`src/rtl/lc3_ctrl_pkg.sv`:
```
// Shared definitions for the LC-3 pipeline controller: opcode constants,
// data-memory step encoding, main sequencer states and opcode classing.
package lc3_ctrl_pkg;

  // Opcodes, ir[15:12]
  localparam logic [3:0] OP_BR  = 4'b0000;
  localparam logic [3:0] OP_ADD = 4'b0001;
  localparam logic [3:0] OP_LD  = 4'b0010;
  localparam logic [3:0] OP_ST  = 4'b0011;
  localparam logic [3:0] OP_AND = 4'b0101;
  localparam logic [3:0] OP_LDR = 4'b0110;
  localparam logic [3:0] OP_STR = 4'b0111;
  localparam logic [3:0] OP_NOT = 4'b1001;
  localparam logic [3:0] OP_LDI = 4'b1010;
  localparam logic [3:0] OP_STI = 4'b1011;
  localparam logic [3:0] OP_JMP = 4'b1100;
  localparam logic [3:0] OP_LEA = 4'b1110;

  // Data-memory access step presented on mem_state
  localparam logic [1:0] MEM_READ  = 2'd0;
  localparam logic [1:0] MEM_IND   = 2'd1;
  localparam logic [1:0] MEM_WRITE = 2'd2;
  localparam logic [1:0] MEM_IDLE  = 2'd3;

  // Main sequencer states
  typedef enum logic [1:0] {
    ST_RAMP = 2'd0,
    ST_RUN  = 2'd1,
    ST_MEM  = 2'd2,
    ST_CTRL = 2'd3
  } ctrl_state_e;

  typedef enum logic [1:0] {
    CLS_ALU   = 2'd0,
    CLS_LOAD  = 2'd1,
    CLS_STORE = 2'd2,
    CLS_CTRL  = 2'd3
  } op_class_e;

  // Unlisted opcodes (TRAP, JSR, RTI, reserved) flow through like ALU ops
  function automatic op_class_e op_class(input logic [3:0] op);
    op_class_e cls;
    case (op)
      OP_ADD, OP_AND, OP_NOT, OP_LEA: cls = CLS_ALU;
      OP_LD,  OP_LDR, OP_LDI:         cls = CLS_LOAD;
      OP_ST,  OP_STR, OP_STI:         cls = CLS_STORE;
      OP_BR,  OP_JMP:                 cls = CLS_CTRL;
      default:                        cls = CLS_ALU;
    endcase
    return cls;
  endfunction

endpackage

```
`src/rtl/lc3_mem_fsm.sv`:
```
// Data-memory step sequencer: walks the read / indirect / write steps of one
// load or store and flags the edge on which the final step completes.
module lc3_mem_fsm
  import lc3_ctrl_pkg::*;
(
  input  logic       clock,
  input  logic       reset,
  input  logic       start,
  input  logic [3:0] opcode,
  input  logic       complete_data,
  output logic [1:0] mem_state,
  output logic       done
);

  logic      store_q;
  op_class_e cls;

  assign cls = op_class(opcode);

  // The indirect step always precedes a plain read or write, so the final
  // step is recognisable from mem_state alone.
  assign done = complete_data && ((mem_state == MEM_READ) || (mem_state == MEM_WRITE));

  // Step register: launch on start, advance one step per completed access
  always_ff @(posedge clock) begin
    if (reset) begin
      mem_state <= MEM_IDLE;
      store_q   <= 1'b0;
    end else if (mem_state == MEM_IDLE) begin
      if (start) begin
        case (cls)
          CLS_LOAD: begin
            store_q   <= 1'b0;
            mem_state <= (opcode == OP_LDI) ? MEM_IND : MEM_READ;
          end
          CLS_STORE: begin
            store_q   <= 1'b1;
            mem_state <= (opcode == OP_STI) ? MEM_IND : MEM_WRITE;
          end
          default: mem_state <= MEM_IDLE;
        endcase
      end
    end else if (complete_data) begin
      if (mem_state == MEM_IND) begin
        mem_state <= store_q ? MEM_WRITE : MEM_READ;
      end else begin
        mem_state <= MEM_IDLE;
      end
    end
  end

endmodule

```
`src/rtl/lc3_controller.sv`:
```
// LC-3 five-stage pipeline controller: ramps the stage enables up after reset
// or a control transfer, stalls the pipe for data-memory accesses and drains
// it for branches/jumps. All outputs are registered; the fetch-side enables
// are additionally masked while instruction memory has not responded.
module lc3_controller
  import lc3_ctrl_pkg::*;
(
  input  logic        clock,
  input  logic        reset,
  input  logic        complete_instr,
  input  logic        complete_data,
  input  logic [15:0] ir_dec,
  input  logic [15:0] ir_exec,
  input  logic [2:0]  psr,
  output logic        enable_fetch,
  output logic        enable_updatePC,
  output logic        enable_decode,
  output logic        enable_execute,
  output logic        enable_writeback,
  output logic        br_taken,
  output logic [1:0]  mem_state
);

  // Bit positions inside en_q = {fetch, updatePC, decode, execute, writeback}
  localparam int EN_DEC = 2;
  localparam int EN_EXE = 1;

  ctrl_state_e state_q;
  logic [1:0]  cnt_q;
  logic [4:0]  en_q;
  logic        br_q;

  logic        hold;
  logic        mem_start;
  logic        mem_done;
  logic        ctrl_in_dec;
  logic        br_cond;
  op_class_e   exec_cls;
  op_class_e   dec_cls;
  logic        unused_ir;

  // A missing instruction word freezes the whole controller, including the
  // data-memory sequencer, so no step is lost while the pipe is stalled.
  assign hold        = !complete_instr;
  assign exec_cls    = op_class(ir_exec[15:12]);
  assign dec_cls     = op_class(ir_dec[15:12]);
  assign ctrl_in_dec = (dec_cls == CLS_CTRL);
  assign mem_start   = (state_q == ST_RUN) && !hold && en_q[EN_EXE] &&
                       ((exec_cls == CLS_LOAD) || (exec_cls == CLS_STORE));
  assign br_cond     = (ir_exec[15:12] == OP_JMP) || (|(ir_exec[11:9] & psr));
  assign unused_ir   = ^{ir_dec[11:0], ir_exec[8:0]};

  lc3_mem_fsm u_mem_fsm (
    .clock         (clock),
    .reset         (reset),
    .start         (mem_start),
    .opcode        (ir_exec[15:12]),
    .complete_data (complete_data & complete_instr),
    .mem_state     (mem_state),
    .done          (mem_done)
  );

  // Main sequencer: ramp-up, steady run, memory stall and control drain
  always_ff @(posedge clock) begin
    if (reset) begin
      state_q <= ST_RAMP;
      cnt_q   <= 2'd0;
      en_q    <= 5'b00000;
      br_q    <= 1'b0;
    end else if (!hold) begin
      case (state_q)
        ST_RAMP: begin
          // Stages come on one per edge, fetch and PC update together first
          en_q  <= {2'b11, cnt_q != 2'd0, cnt_q[1], cnt_q == 2'd3};
          br_q  <= 1'b0;
          cnt_q <= cnt_q + 2'd1;
          if (cnt_q == 2'd3) begin
            state_q <= ST_RUN;
          end
        end
        ST_RUN: begin
          // Memory op in execute wins over a control op in decode; the
          // control op is seen again once the pipe resumes.
          if (mem_start) begin
            state_q <= ST_MEM;
            cnt_q   <= 2'd0;
            en_q    <= 5'b00000;
          end else if (en_q[EN_DEC] && ctrl_in_dec) begin
            state_q <= ST_CTRL;
            cnt_q   <= 2'd0;
            en_q    <= 5'b00100;
          end else begin
            en_q    <= 5'b11111;
          end
        end
        ST_MEM: begin
          // cnt_q 0: waiting on the access; 1: writeback slot, then resume
          if (cnt_q == 2'd0) begin
            if (mem_done) begin
              en_q  <= {4'b0000, mem_state == MEM_READ};
              cnt_q <= 2'd1;
            end
          end else begin
            state_q <= ST_RUN;
            cnt_q   <= 2'd0;
            en_q    <= 5'b11111;
          end
        end
        ST_CTRL: begin
          // C0 decode, C1 execute, C2 redirect PC, then restart the ramp
          case (cnt_q)
            2'd0: begin
              en_q  <= 5'b00010;
              cnt_q <= 2'd1;
            end
            2'd1: begin
              en_q  <= 5'b01000;
              br_q  <= br_cond;
              cnt_q <= 2'd2;
            end
            default: begin
              state_q <= ST_RAMP;
              cnt_q   <= 2'd0;
              en_q    <= 5'b00000;
              br_q    <= 1'b0;
            end
          endcase
        end
        default: begin
          state_q <= ST_RAMP;
          cnt_q   <= 2'd0;
          en_q    <= 5'b00000;
          br_q    <= 1'b0;
        end
      endcase
    end
  end

  assign enable_fetch     = en_q[4] & complete_instr;
  assign enable_updatePC  = en_q[3] & complete_instr;
  assign enable_decode    = en_q[2] & complete_instr;
  assign enable_execute   = en_q[1];
  assign enable_writeback = en_q[0];
  assign br_taken         = br_q;

endmodule

```
`config.mk`:
```
export PLATFORM = sky130hd
export DESIGN_NAME = lc3_controller
export DESIGN_NICKNAME = d
export VERILOG_FILES = /design/src/rtl/lc3_ctrl_pkg.sv /design/src/rtl/lc3_mem_fsm.sv /design/src/rtl/lc3_controller.sv
export SDC_FILE = /design/constraint.sdc
export NUM_CORES = 1
export LEC_CHECK = 0
export CORE_MARGIN = 5
export CORE_UTILIZATION = 25
export CTS_CLUSTER_SIZE = 16
export DETAILED_ROUTE_END_ITERATION = 16
export SLEW_MARGIN = 20
export SYNTH_ARGS = -nofsm -noshare
export SYNTH_HDL_FRONTEND = slang
export SYNTH_SLANG_ARGS = --single-unit
```
`constraint.sdc`:
```
create_clock -name clock -period 7.2 [get_ports clock]
set_input_delay 1.8 -clock clock [delete_from_list [all_inputs] [get_ports clock]]
set_output_delay 1.8 -clock clock [all_outputs]
set_load 0.02 [all_outputs]
```
## Word-level counts from Yosys, hierarchy flattened

Memories as Yosys holds them, arrays and structs flattened.
Index checks and enable logic that the tools add are counted.

| cells by class | value |
|---|---|
| add/subtract/negate cells | 1 |
| multiply operators | 0 |
| divide/modulo/power cells | 0 |
| $lt $le $gt $ge | 0 |
| equality and inequality tests | 23 |
| shift operators | 0 |
| mux-type cells | 29 |
| bitwise gates (word level) | 5 |
| reduce and logical (&&, ||, !) cells | 23 |

Operators by type and width:

| kind | count |
|---|---|
| $mux 2 | 15 |
| $mux 5 | 4 |
| $pmux 5 s4 | 1 |
| $eq 2x2->1 const B | 8 |
| $pmux 2 s4 | 2 |
| $eq 4x4->1 const B | 3 |
| $eq 2x1->1 const B | 5 |
| $ne 2x2->1 const B | 5 |
| $reduce_and 3->1 | 3 |
| $pmux 2 s2 | 2 |
| $pmux 4 s2 | 1 |
| $reduce_bool 2->1 | 4 |
| $logic_not 2->1 | 3 |
| $pmux 1 s2 | 3 |
| $logic_and 1x1->1 | 5 |
| $reduce_and 5->1 | 1 |
| $and 1x1->1 | 4 |
| $reduce_and 2->1 | 2 |
| $and 3x3->3 | 1 |
| $logic_or 1x1->1 | 3 |
| $ne 3x2->1 const B | 1 |
| $ne 3x3->1 const B | 1 |
| $reduce_or 3->1 | 1 |
| $add 2x1->2 const B | 1 |
| other kinds (2) | 2 |

| storage, ports and cells | value |
|---|---|
| register bits | 13 |
| bits in latches | 0 |
| RAM bits | 0 |
| memory bits (read-only) | 96 |
| bits of input ports | 39 |
| output and inout bits | 8 |
| memories kept | 3 |

Memory list:

| name | depth | width | rd ports | clocked after Yosys merged registers in | write ports | RTL line | source |
|---|---|---|---|---|---|---|---|
| (name not given) | 16 | 2 | 1 | 0 | 0 | lc3_ctrl_pkg.sv:43 | `case (op)` |
| (name not given) | 16 | 2 | 1 | 0 | 0 | lc3_ctrl_pkg.sv:43 |  |
| (name not given) | 16 | 2 | 1 | 0 | 0 | lc3_ctrl_pkg.sv:43 |  |

## Longest topological paths before layout

Gate-level depths: netlist of the first run.

| depth | value |
|---|---|
| depth after elaboration | 6 |
| mapped depth | 10 |

## By module

Synthesis of the first run repeated with hierarchy kept, for this count alone.

| unflattened totals | value |
|---|---|
| cell total of the unflattened synthesis | 152 |
| area total of the unflattened synthesis | 1257.5 sq um |

By module, submodules not included:

| module | times used | cells an instance | area an instance (sq um) |
|---|---|---|---|
| lc3_controller | 1 | 107 | 897.1 |
| lc3_mem_fsm | 1 | 45 | 360.3 |

## Least setup slack after synthesis of the first run

No wires, ideal clock.

| timing | value |
|---|---|
| kind | input-to-output |
| from | in complete_instr |
| to | out enable_decode |
| data arrival time | 2.204 ns |
| data required time | 5.400 ns |
| path slack | 3.196 ns |
| stages on the path | 2 |
| path buffers | 1 |
| cells stage by stage | buf_2 > and2_1 |

| on the way | value |
|---|---|
| cells in the longest elaborated chain, start to end | 1 |

Ends and longest elaborated chain:

| what | RTL line | source |
|---|---|---|
| from (decl) | lc3_controller.sv:10 | `input logic complete_instr,` |
| $and 1x1->1 | lc3_controller.sv:141 | `assign enable_decode = en_q[2] & complete_instr;` |
| to (decl) | lc3_controller.sv:17 | `output logic enable_decode,` |

Every way passes these cells.

## Worst setup path in the final report of the first run

Ends and elaborated chain as after synthesis.

==> results.cfg, run 1 <==
[yosys]
synthMuxAreaShare_pct = 5.74
syn_area_per_cell_um2 = 8.43
synth_top_family_by_area = compound AO/OA/AOI/OAI gates
synth_top_area_share_pct = 23.4
synth_fa_ha_area_share_pct = 14.6
yosys.area_share.simple_pct = 21.7
synth_edf_count = 0
synthXorXnorAreaFrac_pct = 1.57
yosysTopAreaCell = dfxtp_1
async_flop_share_pct = 0
synth_compound_area_share_pct = 26.5
synth_area_um2 = 1110
synthesis.nets = 184
ys_warn_count = 0
synthCells = 132
synth_flop_cell = dfxtp_1
ys_ff_latch = 13
synth_cell_types = 48
synth_top_cells_by_area = dfxtp_1 (23%), ha_1 (15%), inv_1 (4.0%), nand2_1 (4.0%), a21oi_1 (3.6%)
ys_seq_area_share_pct = 23.4

[setup_path]
startpoint = complete_instr
worst-path-buf-inv = 2
required_ps = 5400
critPathMaxFanout = 14
critPathLaunchType = input port
crit-reg2reg-launch = state_q[0]$_SDFFE_PP0P_
arrival_ps = 3380
timing.critical_path.mode_cell = clkdlybuf4s50_1
cp_cell_sequence = clkdlybuf4s50_1, and2_1, clkdlybuf4s50_1
slowest_stage = clkdlybuf4s50_1
crit_family = buffers and inverters
cp-end-kind = output pin
path_class = input port to output pin
cpPeakStageDelay_ps = 770

[die]
pin_count = 47
dieHeight_um = 76.7
core_um2 = 4320
floorplan.die_area_um2 = 5880
die_w_um = 76.7
start_util_pct = 25.7
rows = 24

[finish]
stdcell_area_um2 = 1450
seq_area_um2 = 260
n_fill_cell = 480
insertedDiodeCount = 0
syn2layout_area_growth_pct = 30.0
finalNetCount = 210
layout-drive-gt1-share_pct = 7.64
multi_input_area_um2 = 781

[sta]
rsz0062_at_grt = false
timing.final.crit_share_pct = 71.9
clock-skew-final_ps = 1.63
timing.fmax_mhz = 193
worst_slew_pin_slew_ps = 580
whs_ps = 491
fin_ws_ps = 2020
period_minus_slack_ps = 5180
final_max_slew_viol_count = 0
hold_violations = 0
finalSetupTns_ps = 0
setup_viol = 0
relSlewSlack_pct = 61.3

[global_route]
grt_pass1_wl_um = 4040
track_usage_pct = 8.31
grt_pass1_vias = 902
grt_max_degree = 22
overflow = 0
antenna_found_initial = 0

[placement]
pre_cts_slack_ps = 2010
place_area_um2 = 1400
post-dp-hpwl_um = 1970
port-buffer-count = 25
routabilityCongestion = 0.763

[cts]
insertion_delay_ps = 250
cts_resized = 0
cts_tree = built
clock_path_buffers = 2
hold_buffers = 0
h-tree-depth = 1
numClockSinks = 13
numCtsBuffers = 3
cts-root-buf = clkbuf_8
clk_pin_slew_worst_paths_ps = 50
postCtsSetupBuffers = 0

[power]
power_leakage_uw = 0.000590
p_per_area_nw_per_um2 = 160
ir_drop_mv = 0.0539

[routing]
routed_wl_um = 2470
dr_wl_met3_um = 117
drtIter0Drc = 52
drc = 0
drtAntennaViolNets = 0
wl_per_cell_um = 11.8
vias_per_cell = 4.83
dr_total_vias = 1009
met2_length_um = 1210
drtPass1Iterations = 4
wl_met1_um = 1130
highest_layer = met4

[job]
cap_violations = 0

[outcome]
outcome = finished clean

[worst_hold_path]
hp-start = u_mem_fsm.store_q$_SDFFE_PP0P_
hold_class = flop to flop
==> cell usage in the layout, fill, tap and decap left out, drive strengths merged, types with 2 or more instances in the layout <==
| master | synthesis | routed |
|---|---|---|
| a211o | 2 | 2 |
| a21oi | 8 | 8 |
| a22oi | 2 | 2 |
| and2 | 4 | 4 |
| and2b | 2 | 2 |
| and3b | 2 | 2 |
| clkbuf | 0 | 4 |
| clkdlybuf4s50 | 0 | 25 |
| dfxtp | 13 | 13 |
| ha | 13 | 13 |
| inv | 12 | 12 |
| mux2i | 3 | 3 |
| nand2 | 12 | 12 |
| nand2b | 2 | 2 |
| nand3 | 2 | 2 |
| nand3b | 2 | 2 |
| nor2 | 8 | 8 |
| o211ai | 5 | 5 |
| o21ai | 8 | 8 |
| o221ai | 2 | 2 |
| o311ai | 2 | 2 |
| or2b | 2 | 2 |
| xnor2 | 2 | 2 |
==> cells by family after synthesis <==
family / count (synthesis)
buffers and inverters: 16
adder cells (fa/ha/maj): 13
XOR/XNOR: 2
multiplexers: 5
AND/OR/NAND/NOR: 43
flip-flops: 13
AO/OA/AOI/OAI: 40
==> final timing paths <==
check,cells past startpoint,to,slack (ps)
worst max-delay path,3,enable_decode,2020
worst min-delay path,2,u_mem_fsm.store_q$_SDFFE_PP0P_,490
worst max register to register,4,cnt_q[1]$_SDFFE_PP0P_,5470
worst min register to register,2,u_mem_fsm.store_q$_SDFFE_PP0P_,490
==> per-layer routing <==
layer | vias to the layer above | global-route usage (%)
met4 | 0 | 2.27
met3 | 3 | 3.28
li1 | 529 | -
met1 | 466 | 9.62
met5 | - | 0
met2 | 11 | 14.1
==> synth_stat cells (2+ instances only) <==
cell type	count
and2_1	4
mux2i_1	3
and3b_1	2
nor2_1	8
o211ai_1	5
ha_1	13
dfxtp_1	13
nand3_1	2
buf_2	3
o21ai_0	7
inv_1	12
or2b_1	2
a22oi_1	2
nand2_1	12
xnor2_1	2
and2b_1	2
nand2b_1	2
a21oi_1	8
==> stage by stage <==
step	power, µW	cells	utilization (%)
4_1_cts	236	209	33.4
6_report	232	209	33.4
2_1_floorplan	141	132	-
5_1_grt	251	209	33.4
3_3_place_gp	167	205	32.4
3_5_place_dp	168	205	32.4
==> worst reg2reg max path, stage by stage (launching register included) <==
cell and delay (ps):
dfxtp_1 680, or2b_1 310, nor4_1 290, a211o_2 190, mux2i_1 180
==> report_power, final <==
group | switching [µW] | internal, µW
sequential | 9.51 | 78.2
clock | 27.4 | 39.2
combinational | 37.8 | 40.0
==> area by class of cell <==
class                   instances  area share, %
multi-input cells             103           54.0
flip-flops and latches         13           18.0
repair buffers                 25           17.3
well taps                      52           4.50
clock buffers                   4           3.11
inverters                      12           3.11
==> flip-flops by register name (all words and copies together), names as in the netlist <==
register / count
state_q: 2
br_taken: 1
en_q: 5
u_mem_fsm.mem_state: 2
cnt_q: 2
u_mem_fsm.store_q: 1
No activity file was read; power rests on OpenSTA's default activity.
==> run 2: changes to the inputs <==
==> constraint.sdc (replaced) <==
create_clock -name clock -period 4.2 [get_ports clock]
set_input_delay 1.05 -clock clock [delete_from_list [all_inputs] [get_ports clock]]
set_output_delay 1.05 -clock clock [all_outputs]
set_load 0.02 [all_outputs]
==> run 2 against run 1 <==
- hold slack better by 2.3 ps
- combinational power is 74% higher
- clock skew hardly changed
- critical path type unchanged
- largest cell class unchanged
==> results.cfg, run 2 (synthesis results as in run 1) <==
[sta]
relSlewSlack_pct = 61.7
finalSetupTns_ps = 0
clock-skew-final_ps = 1.67
final_max_slew_viol_count = 0
hold_violations = 0
setup_viol = 0
fin_ws_ps = 710
worst_slew_pin_slew_ps = 574
timing.fmax_mhz = 287
timing.final.crit_share_pct = 83.1
period_minus_slack_ps = 3490
rsz0062_at_grt = false

[cts]
postCtsSetupBuffers = 0
clock_path_buffers = 2
cts-root-buf = clkbuf_8
cts_resized = 0
insertion_delay_ps = 250
hold_buffers = 0
clk_pin_slew_worst_paths_ps = 60
cts_tree = built
h-tree-depth = 1
numClockSinks = 13
numCtsBuffers = 3

[finish]
largest_reg_flops = 5
final_common_cell = clkdlybuf4s50_1
syn2layout_area_growth_pct = 30.7
layout-drive-gt1-share_pct = 8.23
finalNetCount = 211
insertedDiodeCount = 0
mostFrequentLayoutCells = clkdlybuf4s50_1 (25), ha_1 (13), dfxtp_1 (13), inv_1 (12), nand2_1 (12)
instances_no_fill = 210
postLayoutCoreUtil_pct = 33.6
n_fill_cell = 498
largest-register = en_q

[die]
floorplan.die_area_um2 = 5880
start_util_pct = 25.7
dieHeight_um = 76.7
core_um2 = 4320
rows = 24
die_w_um = 76.7
pin_count = 47

[setup_path]
timing.critical_path.mode_cell = clkdlybuf4s50_1
path_class = input port to output pin
r2r_slack_ps = 2480
r2r_end = cnt_q[1]$_SDFFE_PP0P_
cpPeakStageDelay_ps = 610
arrival_ps = 2440
startpoint = complete_instr
cp-end-kind = output pin
endpoint = enable_decode
critPathMaxFanout = 7
required_ps = 3150
cp_cell_sequence = clkdlybuf4s50_1, and2_1, clkdlybuf4s50_1
r2r_cells = 4
crit-reg2reg-launch = state_q[0]$_SDFFE_PP0P_
cp_num_cells = 3
worst-path-buf-inv = 2
critPathLaunchType = input port
crit_family = buffers and inverters
slowest_stage = clkdlybuf4s50_1

[global_route]
grt_pass1_vias = 892
track_usage_pct = 8.89
overflow = 0
antenna_found_initial = 0
grt_pass1_wl_um = 4280
grt_max_degree = 22

[power]
power_leakage_uw = 0.000595
p_per_area_nw_per_um2 = 275
power_uw = 400
ir_drop_mv = 0.109

[routing]
drtAntennaViolNets = 0
routed_wl_um = 2520
dr_total_vias = 1029
drtPass1Iterations = 4
vias_per_cell = 4.90
drc = 0
wl_per_cell_um = 12.0
drtIter0Drc = 46

[worst_hold_path]
hold_class = flop to flop

[job]
cap_violations = 0

[placement]
dp_cells = 206
post-dp-hpwl_um = 2010
port-buffer-count = 25
routabilityCongestion = 0.765
pre_cts_slack_ps = 590

[outcome]
outcome = finished clean
run 2: cell types whose count changed in the layout (fill, tap and decap cells not counted):
cell	before	now
buf_4	0	1
run 2: cell type report:
cell class                 instances  area, µm²  area share (%)
inverter                          12       45.0            3.10
clock buffer                       4       45.0            3.10
sequential                        13        260            17.9
multi-input combinational        103        781            53.7
tap                               52       65.1            4.48
timing repair buffer              26        258            17.7
run 2: worst min path at each step:
stage / to / startpoint / depth (start not counted) / slack [ps]
floorplan: u_mem_fsm.store_q$_SDFFE_PP0P_ / u_mem_fsm.store_q$_SDFFE_PP0P_ / 2 / 460
global placement: br_taken$_SDFFE_PP0P_ / br_taken$_SDFFE_PP0P_ / 2 / 480
detailed placement: u_mem_fsm.store_q$_SDFFE_PP0P_ / u_mem_fsm.store_q$_SDFFE_PP0P_ / 2 / 490
CTS: u_mem_fsm.store_q$_SDFFE_PP0P_ / u_mem_fsm.store_q$_SDFFE_PP0P_ / 2 / 500
global route: u_mem_fsm.store_q$_SDFFE_PP0P_ / u_mem_fsm.store_q$_SDFFE_PP0P_ / 2 / 550
finish: u_mem_fsm.store_q$_SDFFE_PP0P_ / u_mem_fsm.store_q$_SDFFE_PP0P_ / 2 / 490
run 2: worst min-delay path, cell delays in order, from the launching register on:
cell     delay (ps)
dfxtp_1         320
mux2i_1          70
nor2_1           70
run 2: metrics by stage:
stage / instance area, µm² / hold slack (ps)
after floorplan: 1110 / 464
after global placement: 1410 / 478
after detailed placement: 1410 / 488
after CTS: 1450 / 501
after global routing: 1450 / 547
final: 1450 / 493
run 2: power by group:
group	switching (µW)	leakage [µW]	internal, µW
Combinational	66.1	0.000466	69.2
Clock	48.0	0.0000228	67.2
Sequential	15.8	0.000106	134
run 2: layer usage:
layer  vias up  global-route usage (%)  part of all wire (%)
li1        535                       -                     -
met1       470                    11.4                    47
met2        18                    13.2                    46
met3         6                    3.63                   5.5
met4         0                    3.32                   1.5
met5         -                       0                     0
